File: config.mk
export PLATFORM = sky130hd
export DESIGN_NAME = tlul_host_req_queue
export DESIGN_NICKNAME = d
export VERILOG_FILES = /design/src/rtl/top_pkg.sv /design/src/rtl/tlul_host_q_pkg.sv /design/src/rtl/tlul_host_q_fifo.sv /design/src/rtl/tlul_host_req_queue.sv
export SDC_FILE = /design/constraint.sdc
export NUM_CORES = 1
export LEC_CHECK = 0
export ABC_AREA = 1
export BUFFER_PORTS_ARGS = -buffer_cell sky130_fd_sc_hd__clkbuf_2
export CORE_MARGIN = 3
export CORE_UTILIZATION = 50
export CTS_CLUSTER_SIZE = 30
export DETAILED_ROUTE_END_ITERATION = 7
export PLACE_DENSITY = 0.76
export SETUP_SLACK_MARGIN = 0.2
export SYNTH_ARGS = -nofsm -noshare
export SYNTH_HDL_FRONTEND = slang
export SYNTH_HIERARCHICAL = 1
export SYNTH_SLANG_ARGS = --single-unit
export TNS_END_PERCENT = 5
File: constraint.sdc
create_clock -name clk_i -period 10.6 [get_ports clk_i]
set_clock_uncertainty 0.15 [all_clocks]
set_input_delay 0.53 -clock clk_i [delete_from_list [all_inputs] [get_ports clk_i]]
set_output_delay 0.53 -clock clk_i [all_outputs]
set_load 0.005 [all_outputs]
File: src/rtl/top_pkg.sv
// TL-UL bus geometry shared across the host-side blocks.
package top_pkg;
  localparam int TL_AW  = 32;
  localparam int TL_DW  = 32;
  localparam int TL_DBW = TL_DW / 8;
endpackage

File: src/rtl/tlul_host_q_pkg.sv
// Entry formats carried by the host request/response queues.
package tlul_host_q_pkg;
  typedef struct packed {
    logic [top_pkg::TL_AW-1:0]  addr;
    logic                       we;
    logic [top_pkg::TL_DW-1:0]  wdata;
    logic [top_pkg::TL_DBW-1:0] be;
  } req_entry_t;

  typedef struct packed {
    logic [top_pkg::TL_DW-1:0] rdata;
    logic                      err;
  } rsp_entry_t;

  localparam int ReqEntryW = $bits(req_entry_t);
  localparam int RspEntryW = $bits(rsp_entry_t);
endpackage

File: src/rtl/tlul_host_q_fifo.sv
// Synchronous FIFO with count-based full/empty; the head reads as zero while empty.
module tlul_host_q_fifo #(
  parameter int Width = 8,
  parameter int Depth = 2
) (
  input  logic                       clk_i,
  input  logic                       rst_ni,
  input  logic                       push_i,
  input  logic [Width-1:0]           wdata_i,
  input  logic                       pop_i,
  output logic [Width-1:0]           rdata_o,
  output logic                       full_o,
  output logic                       empty_o,
  output logic [$clog2(Depth+1)-1:0] cnt_o
);
  localparam int PtrW = (Depth > 1) ? $clog2(Depth) : 1;
  localparam int CntW = $clog2(Depth + 1);

  logic [Width-1:0] mem_q [Depth];
  logic [Width-1:0] mem_d [Depth];
  logic [PtrW-1:0]  wptr_q, wptr_d, rptr_q, rptr_d;
  logic [CntW-1:0]  cnt_q, cnt_d;
  logic             push_ok, pop_ok;

  function automatic logic [PtrW-1:0] ptr_inc(input logic [PtrW-1:0] p);
    return (p == PtrW'(Depth - 1)) ? '0 : p + PtrW'(1);
  endfunction

  assign full_o  = (cnt_q == CntW'(Depth));
  assign empty_o = (cnt_q == '0);
  assign cnt_o   = cnt_q;
  // No pass-through: a push into a full FIFO is refused even if it pops this cycle.
  assign push_ok = push_i && !full_o;
  assign pop_ok  = pop_i && !empty_o;
  assign rdata_o = empty_o ? '0 : mem_q[rptr_q];

  always_comb begin
    mem_d  = mem_q;
    wptr_d = wptr_q;
    rptr_d = rptr_q;
    cnt_d  = cnt_q;
    if (push_ok) begin
      mem_d[wptr_q] = wdata_i;
      wptr_d        = ptr_inc(wptr_q);
    end
    if (pop_ok) begin
      rptr_d = ptr_inc(rptr_q);
    end
    if (push_ok && !pop_ok) begin
      cnt_d = cnt_q + CntW'(1);
    end else if (pop_ok && !push_ok) begin
      cnt_d = cnt_q - CntW'(1);
    end
  end

  always_ff @(posedge clk_i or negedge rst_ni) begin
    if (!rst_ni) begin
      wptr_q <= '0;
      rptr_q <= '0;
      cnt_q  <= '0;
    end else begin
      wptr_q <= wptr_d;
      rptr_q <= rptr_d;
      cnt_q  <= cnt_d;
    end
  end

  always_ff @(posedge clk_i) begin
    mem_q <= mem_d;
  end
endmodule

File: src/rtl/tlul_host_req_queue.sv
// Core-side request/response buffer ahead of the TL-UL host adapter, with
// credit-based issue so every granted request owns a response slot.
module tlul_host_req_queue
  import tlul_host_q_pkg::*;
#(
  parameter int ReqDepth = 2,
  parameter int MaxReqs  = 2,
  parameter int CntW     = $clog2(MaxReqs + 1)
) (
  input  logic                        clk_i,
  input  logic                        rst_ni,
  input  logic                        core_req_valid_i,
  output logic                        core_req_ready_o,
  input  logic [top_pkg::TL_AW-1:0]   core_addr_i,
  input  logic                        core_we_i,
  input  logic [top_pkg::TL_DW-1:0]   core_wdata_i,
  input  logic [top_pkg::TL_DBW-1:0]  core_be_i,
  output logic                        core_rsp_valid_o,
  input  logic                        core_rsp_ready_i,
  output logic [top_pkg::TL_DW-1:0]   core_rsp_rdata_o,
  output logic                        core_rsp_err_o,
  output logic                        req_o,
  input  logic                        gnt_i,
  output logic [top_pkg::TL_AW-1:0]   addr_o,
  output logic                        we_o,
  output logic [top_pkg::TL_DW-1:0]   wdata_o,
  output logic [top_pkg::TL_DBW-1:0]  be_o,
  input  logic                        valid_i,
  input  logic [top_pkg::TL_DW-1:0]   rdata_i,
  input  logic                        err_i,
  output logic [CntW-1:0]             inflight_o,
  output logic                        idle_o,
  output logic                        unexp_rsp_o
);
  req_entry_t req_wentry, req_head;
  rsp_entry_t rsp_wentry, rsp_head;
  logic       req_full, req_empty, rsp_full, rsp_empty;
  logic [$clog2(ReqDepth+1)-1:0] req_cnt;
  logic [CntW-1:0] rsp_cnt, outstanding;
  logic [CntW-1:0] inflight_q, inflight_d;
  logic            unexp_q, unexp_d;
  logic            req_push, grant, rsp_push, rsp_pop;

  assign req_wentry = '{addr: core_addr_i, we: core_we_i, wdata: core_wdata_i, be: core_be_i};
  assign req_push   = core_req_valid_i && !req_full;

  tlul_host_q_fifo #(.Width(ReqEntryW), .Depth(ReqDepth)) u_req_fifo (
    .clk_i   (clk_i),
    .rst_ni  (rst_ni),
    .push_i  (req_push),
    .wdata_i (req_wentry),
    .pop_i   (grant),
    .rdata_o (req_head),
    .full_o  (req_full),
    .empty_o (req_empty),
    .cnt_o   (req_cnt)
  );

  // Issue only while a credit is free; inflight_q cannot rise without a grant,
  // so a raised req_o holds with stable fields until granted.
  assign req_o   = !req_empty && (inflight_q < CntW'(MaxReqs));
  assign grant   = req_o && gnt_i;
  assign addr_o  = req_head.addr;
  assign we_o    = req_head.we;
  assign wdata_o = req_head.wdata;
  assign be_o    = req_head.be;

  // Responses are only accepted for granted requests not already buffered.
  assign outstanding = inflight_q - rsp_cnt;
  assign rsp_push    = valid_i && (outstanding != '0);
  assign rsp_wentry  = '{rdata: rdata_i, err: err_i};
  assign rsp_pop     = core_rsp_valid_o && core_rsp_ready_i;

  tlul_host_q_fifo #(.Width(RspEntryW), .Depth(MaxReqs)) u_rsp_fifo (
    .clk_i   (clk_i),
    .rst_ni  (rst_ni),
    .push_i  (rsp_push),
    .wdata_i (rsp_wentry),
    .pop_i   (rsp_pop),
    .rdata_o (rsp_head),
    .full_o  (rsp_full),
    .empty_o (rsp_empty),
    .cnt_o   (rsp_cnt)
  );

  assign core_req_ready_o = !req_full;
  assign core_rsp_valid_o = !rsp_empty;
  assign core_rsp_rdata_o = rsp_head.rdata;
  assign core_rsp_err_o   = rsp_head.err;
  assign inflight_o       = inflight_q;
  assign idle_o           = req_empty && rsp_empty && (inflight_q == '0);
  assign unexp_rsp_o      = unexp_q;

  always_comb begin
    inflight_d = inflight_q;
    unexp_d    = unexp_q;
    case ({grant, rsp_pop})
      2'b10:   inflight_d = inflight_q + CntW'(1);
      2'b01:   inflight_d = inflight_q - CntW'(1);
      default: inflight_d = inflight_q;
    endcase
    if (valid_i && (outstanding == '0)) begin
      unexp_d = 1'b1;
    end
  end

  always_ff @(posedge clk_i or negedge rst_ni) begin
    if (!rst_ni) begin
      inflight_q <= '0;
      unexp_q    <= 1'b0;
    end else begin
      inflight_q <= inflight_d;
      unexp_q    <= unexp_d;
    end
  end

  a_inflight_max: assert property (@(posedge clk_i) disable iff (!rst_ni)
    inflight_q <= CntW'(MaxReqs));
  a_req_cnt_max: assert property (@(posedge clk_i) disable iff (!rst_ni)
    req_cnt <= ($clog2(ReqDepth+1))'(ReqDepth));
  a_rsp_no_overflow: assert property (@(posedge clk_i) disable iff (!rst_ni)
    rsp_push |-> !rsp_full);
  a_req_held: assert property (@(posedge clk_i) disable iff (!rst_ni)
    req_o && !gnt_i |=> req_o && $stable(req_head));
endmodule
**Word level (Yosys, flattened, before mapping)**

Cells that the tools add are included.

- $add $sub $neg: 11
- Magnitude comparators: 7
- Eq/ne operators: 4
- Mux-type cells: 23
- Bitwise operators: 4
- Reduce and logical (&&, ||, !) cells: 34

Operators with widths:

| operator | count |
|---|---|
| 69-bit 2-to-1 mux | 5 |
| 33-bit 2-to-1 mux | 5 |
| 138-bit bitwise mux | 1 |
| 69-bit demux with 1-bit select | 1 |
| 66-bit bitwise mux | 1 |
| 33-bit demux with 1-bit select | 1 |
| 1-bit logical AND | 18 |
| 2-bit >= comparator, second input constant | 4 |
| 1-bit zero test | 8 |
| 2-bit zero test | 4 |
| 2-bit 2-to-1 mux | 4 |
| 1-bit NOT with 2-bit output | 4 |
| 2-bit nonzero test | 4 |
| 2-bit by 1-bit adder with 2-bit output, second input constant | 3 |
| 2-bit equality test, second input constant | 3 |
| 2-bit by 1-bit subtractor with 2-bit output, second input constant | 3 |
| 1-bit adder, second input constant | 4 |
| 2-bit by 1-bit < comparator with 1-bit output, second input constant | 2 |
| 1-bit 2-to-1 mux | 4 |
| 2-bit case mux with 2 select lines | 1 |
| 2-bit by 1-bit equality test with 1-bit output, second input constant | 1 |
| 2-bit < comparator, second input constant | 1 |
| 2-bit subtractor | 1 |

- Bits in registers: 215
- Input port bits: 108
- Output and inout port bits: 109
- Word-level logic and storage cells: 95

**Logic depth before layout (Yosys ltp)**

Gate-level depths: netlist of the first run.

- Word-level depth: 8
- Mapped depth: 13
- Gate-level depth less buffers: 12

**By module**

The synthesis of the first run kept the hierarchy.

Modules (own cells, without submodules):

| module | instances | cells an instance | area each (um^2) | seq. area each (um^2) |
|---|---|---|---|---|
| tlul_host_q_fifo (u_req_fifo) | 1 | 400 | 5527.8 | 4244.1 |
| tlul_host_q_fifo (u_rsp_fifo) | 1 | 208 | 2801.4 | 2082.0 |
| tlul_host_req_queue | 1 | 38 | 251.5 | 75.1 |

**Worst setup path after synthesis of the first run**

OpenSTA, ideal clock, no wires.

- Path type: reg2reg
- Start point: reg u_req_fifo.cnt_q[1] (netlist: u_req_fifo/cnt_o[1])
- End point: reg u_req_fifo/mem_q[0] (netlist name) (enable)
- Library setup time: 0.496 ns
- Arrival time: 3.721 ns
- Data required time: 9.954 ns
- Setup slack: 6.232 ns
- Cell stages (with the launch flop): 6
- Buffers on the path: 0
- Period minus slack after synthesis: 4.368 ns
- Cell sequence: dfrtp_1 -> inv_2 -> nor2_4 -> nor2_1 -> o21ai_2 -> nor2_1

- Longest elaborated chain between the ends: 4

Ends and longest elaborated chain:

| element | RTL line | source |
|---|---|---|
| start, declared | tlul_host_q_fifo.sv:22 | `logic [CntW-1:0] cnt_q, cnt_d;` |
| start signal, assigned | tlul_host_q_fifo.sv:64 | `cnt_q <= cnt_d;` |
| 2-bit equality test | tlul_host_q_fifo.sv:29 | `assign full_o = (cnt_q == CntW'(Depth));` |
| net req_full | tlul_host_req_queue.sv:37 | `logic req_full, req_empty, rsp_full, rsp_empty;` |
| 1-bit zero test | tlul_host_req_queue.sv:45 | `assign req_push = core_req_valid_i && !req_full;` |
| 1-bit logical AND | tlul_host_req_queue.sv:45 |  |
| net req_push | tlul_host_req_queue.sv:42 | `logic req_push, grant, rsp_push, rsp_pop;` |
| 1-bit logical AND | tlul_host_q_fifo.sv:33 | `assign push_ok = push_i && !full_o;` |
| end signal, assigned | tlul_host_q_fifo.sv:69 | `mem_q <= mem_d;` |
| end, declared | tlul_host_q_fifo.sv:19 | `logic [Width-1:0] mem_q [Depth];` |

The timed path passes the listed nets, and every way through them passes these cells.
A chain may end at the register's enable or synchronous reset.

**Final worst setup path of the first run**

- Start point: reg u_req_fifo.rptr_q
- End point: out wdata_o[1] (netlist name)

- Longest elaborated chain between the ends: 5

Ends and longest elaborated chain:

| element | RTL line | source |
|---|---|---|
| start, declared | tlul_host_q_fifo.sv:21 | `logic [PtrW-1:0] wptr_q, wptr_d, rptr_q, rptr_d;` |
| start signal, assigned | tlul_host_q_fifo.sv:63 | `rptr_q <= rptr_d;` |
| 1-bit NOT with 2-bit output (not written as such) | tlul_host_q_fifo.sv:35 | `assign rdata_o = empty_o ? '0 : mem_q[rptr_q];` |
| 69-bit 2-to-1 mux (not written as such) (3 in series) | tlul_host_q_fifo.sv:35 |  |
| 69-bit 2-to-1 mux | tlul_host_q_fifo.sv:35 |  |
| end, declared | tlul_host_req_queue.sv:26 | `output logic [top_pkg::TL_DW-1:0] wdata_o,` |

Every way passes these cells. The select of a mux whose other input is x is not followed.

==> flow_summary.json, run 1 <==
{
  "status": "complete, no violations",
  "netlist_top_cells_area": "edfxtp_1 71%, nand2_1 10%, a21oi_1 4.1%, a21oi_2 3.3%, dfrtp_1 3.2%",
  "grt_pass1_wl_mm": 26.2,
  "cts_root_buffer": "clkbuf_16",
  "ys_ff_latch": 215,
  "area_growth_pct": 21.4,
  "antenna_found_initial": 1,
  "grt_pass1_vias": 5322,
  "required_ns": 9.92,
  "drc": 0,
  "tritoncts": "built",
  "grt.total_usage_pct": 17.8,
  "worst_pin_slew_ns": 1.05,
  "layout_min_cycle_time_ns": 3.81,
  "netlist.area_leader.share_pct": 71.4,
  "antenna_left": 0,
  "dp_hpwl_mm": 11.2,
  "yosys_warnings": 6,
  "grt_max_degree": 72,
  "period_share_pct": 36.0,
  "grt.overflow.total": 0,
  "p_per_area_nw_per_um2": 296,
  "drt_pass1_iterations": 6,
  "synth_cell_type_count": 27,
  "hold_viol_final": 0,
  "arrival_ns": 3.13,
  "nNetsFinal": 971,
  "rr_worst_depth": 7,
  "rsz0062_at_grt": "no",
  "numClockSinks": 215,
  "dp_cells": 1055,
  "hold_path.class": "input port to flip-flop",
  "netlist_instances": 646,
  "critPathLaunchType": "flip-flop",
  "totalPowerFinal_uw": 3090,
  "peakVddDrop_mv": 0.196,
  "leakagePower_uw": 0.00423,
  "synth-edff-count": 204,
  "place_congestion": 0.706,
  "port_buffers": 216,
  "numCtsBuffers": 22,
  "synthFlopType": "edfxtp_1",
  "synth_area_um2": 8580,
  "start_util_pct": 51.4,
  "yosys.cell_count.top_type": "nand2_1",
  "antenna_cells": 0,
  "fp.dieW_um": 137,
  "viasPerCell": 4.94,
  "hold_depth": 1,
  "post-cts-setup-buffers": 0,
  "syn_area_per_cell_um2": 13.3,
  "cts_resized": 0,
  "fp.dieH_um": 137,
  "drt_wl_total_mm": 17.2,
  "max_cap_violations": 0,
  "htreeDepth": 1,
  "drive_gt1_share_pct": 35.4,
  "vias": 5414,
  "async_flop_share_pct": 5.12,
  "cts.clk_slew.worst_paths_ns": 0.06,
  "setup_tns_ns": 0,
  "timing.setup.critical_path_class": "flip-flop to primary output",
  "first_iter_violations": 273,
  "num_rows": 47,
  "clock_latency_ns": 0.49,
  "synth_common_cells": "230 x nand2_1, 204 x edfxtp_1, 70 x a21oi_1, 32 x a21oi_2, 22 x inv_1",
  "slew_violations": 0,
  "setup_viol": 0,
  "instances_no_fill": 1095,
  "fmax_ghz": 0.262,
  "io_pins": 217,
  "relSlewSlack_pct": 29.9,
  "coreArea_um2": 16700,
  "worstPathMaxFanout": 71,
  "critPathCaptureType": "primary output",
  "synth_nets": 757,
  "fp.dieArea_um2": 18800,
  "seq_area_frac_synth_pct": 74.6,
  "wl_per_cell_um": 15.7,
  "clk_path_buf_depth": 3,
  "yosys.area.top_type": "edfxtp_1"
}
==> layout by cell type (no fill, tap or decap), types with 2 or more instances in the layout <==
| cell | instances |
|---|---|
| nand2_1 | 230 |
| clkbuf_2 | 216 |
| edfxtp_1 | 204 |
| a21oi_1 | 70 |
| a21oi_2 | 32 |
| clkbuf_16 | 23 |
| inv_1 | 21 |
| dfrtp_1 | 10 |
| buf_4 | 7 |
| inv_2 | 5 |
| clkbuf_1 | 5 |
| clkinv_2 | 5 |
| nand2_2 | 4 |
| nor2_2 | 4 |
| nor2_1 | 3 |
| nand3_1 | 3 |
| nand4_1 | 3 |
| xnor2_1 | 3 |
| ha_1 | 3 |
| clkinv_1 | 3 |
| nor2_4 | 3 |
| o21ai_1 | 3 |
| bufinv_16 | 2 |
| nand3b_1 | 2 |
==> sequential cells by signal, summed over array words and instances (netlist names), 2 cells and up <==
signal	count
u_req_fifo/cnt_o	2
u_req_fifo/mem_q	138
u_rsp_fifo/cnt_o	2
inflight_o	2
u_rsp_fifo/mem_q	66
==> repair_timing <==
| item | 4_1_cts | 5_1_grt |
|---|---|---|
| endpoints found under the hold margin | 11 | 0 |
| hold buffers | 1 | 0 |
| setup endpoints to repair | 0 | 0 |
==> stage by stage <==
step           setup WS [ns]  util, %  hold WS, ns  area (µm²)
3_3_place_gp            7.33     58.1        0.282        9710
2_1_floorplan           6.23        -       0.0844        8580
5_1_grt                 6.54     62.4       0.0528       10400
6_report                6.79     62.4       0.0751       10400
4_1_cts                 6.78     62.4       0.0560       10400
3_5_place_dp            7.33     58.1        0.280        9710
==> power by group <==
group          internal, µW  switching, µW  total, µW
clock                   445            299        744
sequential             1180           80.1       1260
combinational           384            696       1080
total                  2010           1080       3090
==> worst paths after layout <==
path | startpoint | endpoint | slack (ns)
hold / removal | core_addr_i[2] | u_req_fifo/mem_q[39] | 0.08
setup / recovery | u_req_fifo/rptr_q | wdata_o[1] | 6.79
max in group asynchronous | rst_ni | u_req_fifo/rptr_q | 9.75
min in group asynchronous | rst_ni | u_req_fifo/wptr_q | 0.30
setup reg to reg | u_req_fifo/cnt_o[0] | u_req_fifo/mem_q[114] | 7.83
hold reg to reg | unexp_rsp_o | unexp_rsp_o | 0.32
==> layer usage <==
metal,track usage [%],vias to the layer above,share of wire [%]
met1,21.1,2558,38
li1,-,2661,-
met2,32.1,171,52
met4,3.99,2,1.3
met5,0,-,0.075
met3,5.04,22,8.7
==> kinds of logic after synthesis <==
family / Yosys count / synth area share, %
AND/OR/NAND/NOR: 256 / 12.2
buffers and inverters: 62 / 4.74
XOR/XNOR: 3 / 0.306
flip-flops: 215 / 74.6
adder cells (fa/ha/maj): 3 / 0.437
AO/OA/AOI/OAI: 107 / 7.76
==> cell type report <==
cell class / instances / area, µm²
clock buffers: 28 / 594
clock inverters: 11 / 108
fillers: 1281 / 6280
inverters: 28 / 111
multi-input cells: 369 / 1780
flip-flops and latches: 215 / 6400
well taps: 220 / 275
repair buffers: 224 / 1140
==> worst max-delay path, stage by stage, from the launching register on <==
cell      delay [ns]
dfrtp_2         0.34
buf_4           0.58
clkinv_2        1.01
nand2_1         0.31
a21oi_1         0.12
clkbuf_2        0.16
No activity file was read; power rests on OpenSTA's default activity.
==> run 2: changes to the inputs <==
- CORE_UTILIZATION: 50 -> 48
- clock period: 10.6 -> 3.4 ns (I/O delays scaled with it)
==> run 2 against run 1 <==
Sequential share of layout area shrank 5.9 points. Via count grew 10%. Setup slack lost 6.1 ns. Sequential cell count is the same. Largest power group unchanged. Combinational power grew to 3.3 times the previous value. Register-to-register slack lost 6.8 ns. Sequential power grew to 3.1 times the previous value. Cell area grew 11%.
==> flow_summary.json, run 2 (synthesis gave the netlist of run 1 again) <==
{
  "status": "complete, no violations",
  "nNetsFinal": 1081,
  "crit_path_max_incr_delay_ns": 0.61,
  "layout.area.seq_um2": 6400,
  "fp.dieH_um": 140,
  "required_ns": 3.08,
  "crit_slowest_cell": "buf_4",
  "peakVddDrop_mv": 0.649,
  "p_per_area_nw_per_um2": 852,
  "period_share_pct": 79.2,
  "multi_input_area_um2": 1780,
  "reg_top3": "u_req_fifo/mem_q (138), u_rsp_fifo/mem_q (66)",
  "grt_pass1_wl_mm": 31.0,
  "path_delay_family": "buffers and inverters",
  "slew_violations": 0,
  "hold_path.class": "input port to flip-flop",
  "viasPerCell": 4.92,
  "cts_resized": 0,
  "cp_num_cells": 4,
  "coreArea_um2": 17400,
  "dp_cells": 1063,
  "cts_hold_buf": 108,
  "post-route-util_pct": 66.2,
  "final_common_cell": "nand2_1",
  "start_util_pct": 49.3,
  "cp_cell_sequence": "nor2_8 -> buf_4 -> a21oi_1 -> clkbuf_2",
  "setup_viol": 0,
  "cts_root_buffer": "clkbuf_16",
  "drt_pass1_iterations": 4,
  "critPathCaptureType": "primary output",
  "rsz0062_at_grt": "no",
  "num_rows": 48,
  "path_buf_inv": 2,
  "place_congestion": 0.788,
  "leakagePower_uw": 0.00470,
  "crit_start": "u_req_fifo/cnt_o[0]",
  "tritoncts": "built",
  "numClockSinks": 215,
  "fp.dieW_um": 140,
  "vias": 5959,
  "instances_no_fill": 1211,
  "antenna_found_initial": 2,
  "wl_per_cell_um": 16.3,
  "worstPathMaxFanout": 50,
  "layout_common_cells": "230 x nand2_1, 216 x clkbuf_2, 204 x edfxtp_1, 108 x dlygate4sd3_1, 70 x a21oi_1",
  "relSlewSlack_pct": 47.1,
  "clk_path_buf_depth": 3,
  "largest_reg_flops": 138,
  "cts.clk_slew.worst_paths_ns": 0.06,
  "grt_max_degree": 71,
  "min_from": "core_wdata_i[7]",
  "hold_viol_final": 0,
  "setup_tns_ns": 0,
  "io_pins": 217,
  "fmax_ghz": 0.371,
  "numCtsBuffers": 22,
  "grt.overflow.total": 0,
  "max_cap_violations": 0,
  "fillers": 1208,
  "worst_pin_slew_ns": 0.793,
  "drc": 0,
  "layout_min_cycle_time_ns": 2.69,
  "hold_depth": 2,
  "rr_worst_depth": 7,
  "antenna_left": 0,
  "first_iter_violations": 360,
  "rr_startpoint": "u_req_fifo/cnt_o[0]",
  "fp.dieArea_um2": 19500,
  "critPathLaunchType": "flip-flop",
  "grt_pass1_vias": 6136,
  "regMostFlops": "u_req_fifo/mem_q",
  "htreeDepth": 1,
  "dp_hpwl_mm": 11.6,
  "grt.total_usage_pct": 19.7,
  "drt_wl_total_mm": 19.8,
  "clock_latency_ns": 0.48,
  "post-cts-setup-buffers": 0,
  "timing.setup.critical_path_class": "flip-flop to primary output",
  "port_buffers": 216,
  "arrival_ns": 2.37,
  "area_growth_pct": 34.4,
  "drive_gt1_share_pct": 31.8
}
## run 2: cell types whose count changed in the layout (fill, tap and decap cells not counted)
cell / delta
clkinvlp_4: -1
clkbuf_1: -1
clkinv_4: -1
buf_4: +1
clkinv_2: +1
buf_12: +2
diode_2: +4
dlygate4sd3_1: +107
clkinv_1: -1
## run 2: path summary, 6_finish.rpt
check / slack [ns] / to
max: 0.71 / wdata_o[26]
min: 0.26 / u_req_fifo/mem_q[11]
max reg2reg: 1.00 / u_req_fifo/mem_q[107]
min reg2reg: 0.33 / unexp_rsp_o
max in group asynchronous: 2.10 / u_req_fifo/rptr_q
min in group asynchronous: 0.60 / u_rsp_fifo/rptr_q
## run 2: through the flow
step	power, µW	area [µm²]	setup WS, ns	hold slack [ns]
after floorplan	6240	8590	0.474	-0.276
after global placement	7420	9760	1.08	-0.0818
after detailed placement	7490	9760	0.989	-0.0793
after CTS	9880	11500	0.685	0.240
after global routing	10400	11500	0.537	0.252
final	9830	11500	0.707	0.262
## run 2: area by class of cell
| class | count | area share [%] |
|---|---|---|
| multi-input combinational | 369 | 15.5 |
| timing repair buffer | 334 | 19.6 |
| inverter | 28 | 0.966 |
| clock buffer | 27 | 5.12 |
| clock inverter | 9 | 0.803 |
| antenna | 4 | 0.0868 |
| sequential | 215 | 55.5 |
| tap | 225 | 2.44 |
## run 2: worst register-to-register path, stage by stage, from the launching register on
cell     delay [ns]
dfrtp_1        0.60
nor2_4         0.09
nor2_1         0.19
inv_1          0.07
nor2_2         0.14
nand2_2        0.07
inv_2          0.37
buf_12         0.36
## run 2: routing by layer
| metal | global-route usage [%] | up-vias | share of wire, % |
|---|---|---|---|
| met1 | 23.3 | 2823 | 38 |
| met5 | 0 | - | 0 |
| li1 | - | 2890 | - |
| met4 | 7.70 | 0 | 3.5 |
| met3 | 3.75 | 46 | 5.4 |
| met2 | 35.6 | 200 | 53 |
## run 2: report_power, final
group | switching (µW) | internal (µW)
logic | 2280 | 1310
clock network | 913 | 1370
registers | 266 | 3690
total | 3460 | 6370
==> run 3: changes to the inputs <==
- clock period: 3.4 -> 2.4 ns (I/O delays scaled with it)
==> run 3 against run 2 <==
Sequential share of layout area shrank 1.1 points. Combinational power grew 53%. Sequential power grew 41%. Sequential cell count is the same. Clock power grew 54%. Critical endpoint is now wdata_o[24]. Highest routed layer unchanged. Register-to-register slack lost 0.59 ns. Critical path type unchanged. Routed wire length grew 3.8%.
==> flow_summary.json, run 3 (synthesis gave the netlist of run 1 again) <==
{
  "drt_wl_total_mm": 20.5,
  "cts_root_buffer": "clkbuf_16",
  "vias": 6058,
  "slew_violations": 0,
  "regMostFlops": "u_req_fifo/mem_q",
  "path_buf_inv": 3,
  "largest_reg_flops": 138,
  "crit_slowest_cell": "dfrtp_2",
  "grt_max_degree": 71,
  "drive_gt1_share_pct": 32.7,
  "dp_hpwl_mm": 11.3,
  "nNetsFinal": 1084,
  "reg_top3": "u_req_fifo/mem_q (138), u_rsp_fifo/mem_q (66)",
  "hold_viol_final": 0,
  "fmax_ghz": 0.472,
  "grt_pass1_wl_mm": 31.5,
  "grt_pass1_vias": 6143,
  "tritoncts": "built",
  "drt_pass1_iterations": 5,
  "layout_common_cells": "230 x nand2_1, 216 x clkbuf_2, 204 x edfxtp_1, 108 x dlygate4sd3_1, 70 x a21oi_1",
  "dpl_cell_area_um2": 9840,
  "fp.dieArea_um2": 19500,
  "cp_cell_sequence": "clkinv_2 -> buf_16 -> nand2_1 -> a21oi_1 -> clkbuf_2",
  "place_congestion": 0.791,
  "start_util_pct": 49.3,
  "layout_min_cycle_time_ns": 2.12,
  "crit_path_max_incr_delay_ns": 0.43,
  "numCtsBuffers": 22,
  "min_from": "core_addr_i[18]",
  "relSlewSlack_pct": 62.4,
  "arrival_ns": 1.85,
  "drc": 0,
  "numClockSinks": 215,
  "totalPowerFinal_uw": 14600,
  "fin_area_um2": 11800,
  "peakVddDrop_mv": 0.920,
  "path_delay_family": "buffers and inverters",
  "timing.setup.critical_path_class": "flip-flop to primary output",
  "dp_cells": 1064,
  "final_common_cell": "nand2_1",
  "worstPathMaxFanout": 28,
  "rr_startpoint": "u_req_fifo/cnt_o[1]",
  "crit_start": "u_req_fifo/rptr_q",
  "critPathLaunchType": "flip-flop",
  "required_ns": 2.13,
  "setup_tns_ns": 0,
  "fillers": 1193,
  "critPathCaptureType": "primary output",
  "status": "complete, no violations",
  "rsz0062_at_grt": "yes",
  "viasPerCell": 4.98,
  "grt.overflow.total": 0,
  "layout.area.seq_um2": 6400,
  "first_iter_violations": 409,
  "area_growth_pct": 37.3,
  "cts.clk_slew.worst_paths_ns": 0.06,
  "port_buffers": 216,
  "wl_per_cell_um": 16.9,
  "p_per_area_nw_per_um2": 1240,
  "post-cts-setup-buffers": 0,
  "holdWs_ns": 0.206,
  "worst_pin_slew_ns": 0.562,
  "antenna_left": 0,
  "max_cap_violations": 0,
  "hold_path.class": "input port to flip-flop",
  "antenna_found_initial": 2,
  "fp.dieW_um": 140,
  "grt.total_usage_pct": 20.2,
  "clk_path_buf_depth": 3,
  "clock_latency_ns": 0.49,
  "io_pins": 217,
  "coreArea_um2": 17400,
  "htreeDepth": 1,
  "period_share_pct": 88.4,
  "setup_viol": 0,
  "fp.dieH_um": 140,
  "multi_input_area_um2": 1790,
  "num_rows": 48,
  "leakagePower_uw": 0.00478,
  "instances_no_fill": 1216
}
==> run 3: final timing paths <==
path                                    endpoint  slack (ns)  cells after the start
hold / removal              u_req_fifo/mem_q[55]        0.21                      2
setup reg to reg           u_req_fifo/mem_q[100]        0.41                      8
min in group asynchronous          inflight_o[1]        0.54                      3
setup / recovery                     wdata_o[24]        0.28                      5
max in group asynchronous    u_req_fifo/cnt_o[0]        1.16                      3
hold reg to reg                      unexp_rsp_o        0.31                      2
==> run 3: timing repair <==
action	4_1_cts	5_1_grt
setup endpoints to repair	1	36
cloned	1	1
hold endpoints to repair	221	0
hold buffers	108	0
gates resized for setup	2	3
pin swaps	0	0
==> run 3: area by class of cell <==
cell class | count | share of cell area [%]
clock inverters | 5 | 0.701
well taps | 225 | 2.39
clock buffers | 35 | 5.86
diodes | 2 | 0.0425
repair buffers | 337 | 20.5
flip-flops and latches | 215 | 54.4
inverters | 28 | 0.977
multi-input cells | 369 | 15.2
==> run 3: worst reg2reg max path, delay by kind of cell (launching register included) <==
kind,cells,cell delay (ns)
buffers and inverters,4,0.63
and+or+nand+nor,4,0.40
DFF,1,0.46
==> run 3: where the power goes <==
group / internal, µW / total [µW] / switching, µW / leakage (µW)
clock network: 2190 / 3520 / 1340 / 0.000368
logic: 2110 / 5480 / 3370 / 0.00240
registers: 5220 / 5570 / 350 / 0.00201
==> run 3: per-layer routing <==
metal	global-route usage [%]	vias up	wire length (µm)
li1	-	2906	-
met1	24.1	2834	7560
met2	35.2	252	10600
met3	3.88	66	1410
met4	9.38	0	939
met5	0	-	0
==> run 3: through the flow <==
| stage | utilization, % | setup slack [ns] |
|---|---|---|
| after global placement | 56.5 | 0.382 |
| after floorplan | - | 0.0218 |
| after CTS | 67.4 | 0.211 |
| after global routing | 67.6 | 0.175 |
| final | 67.6 | 0.279 |
| after detailed placement | 56.5 | 0.328 |
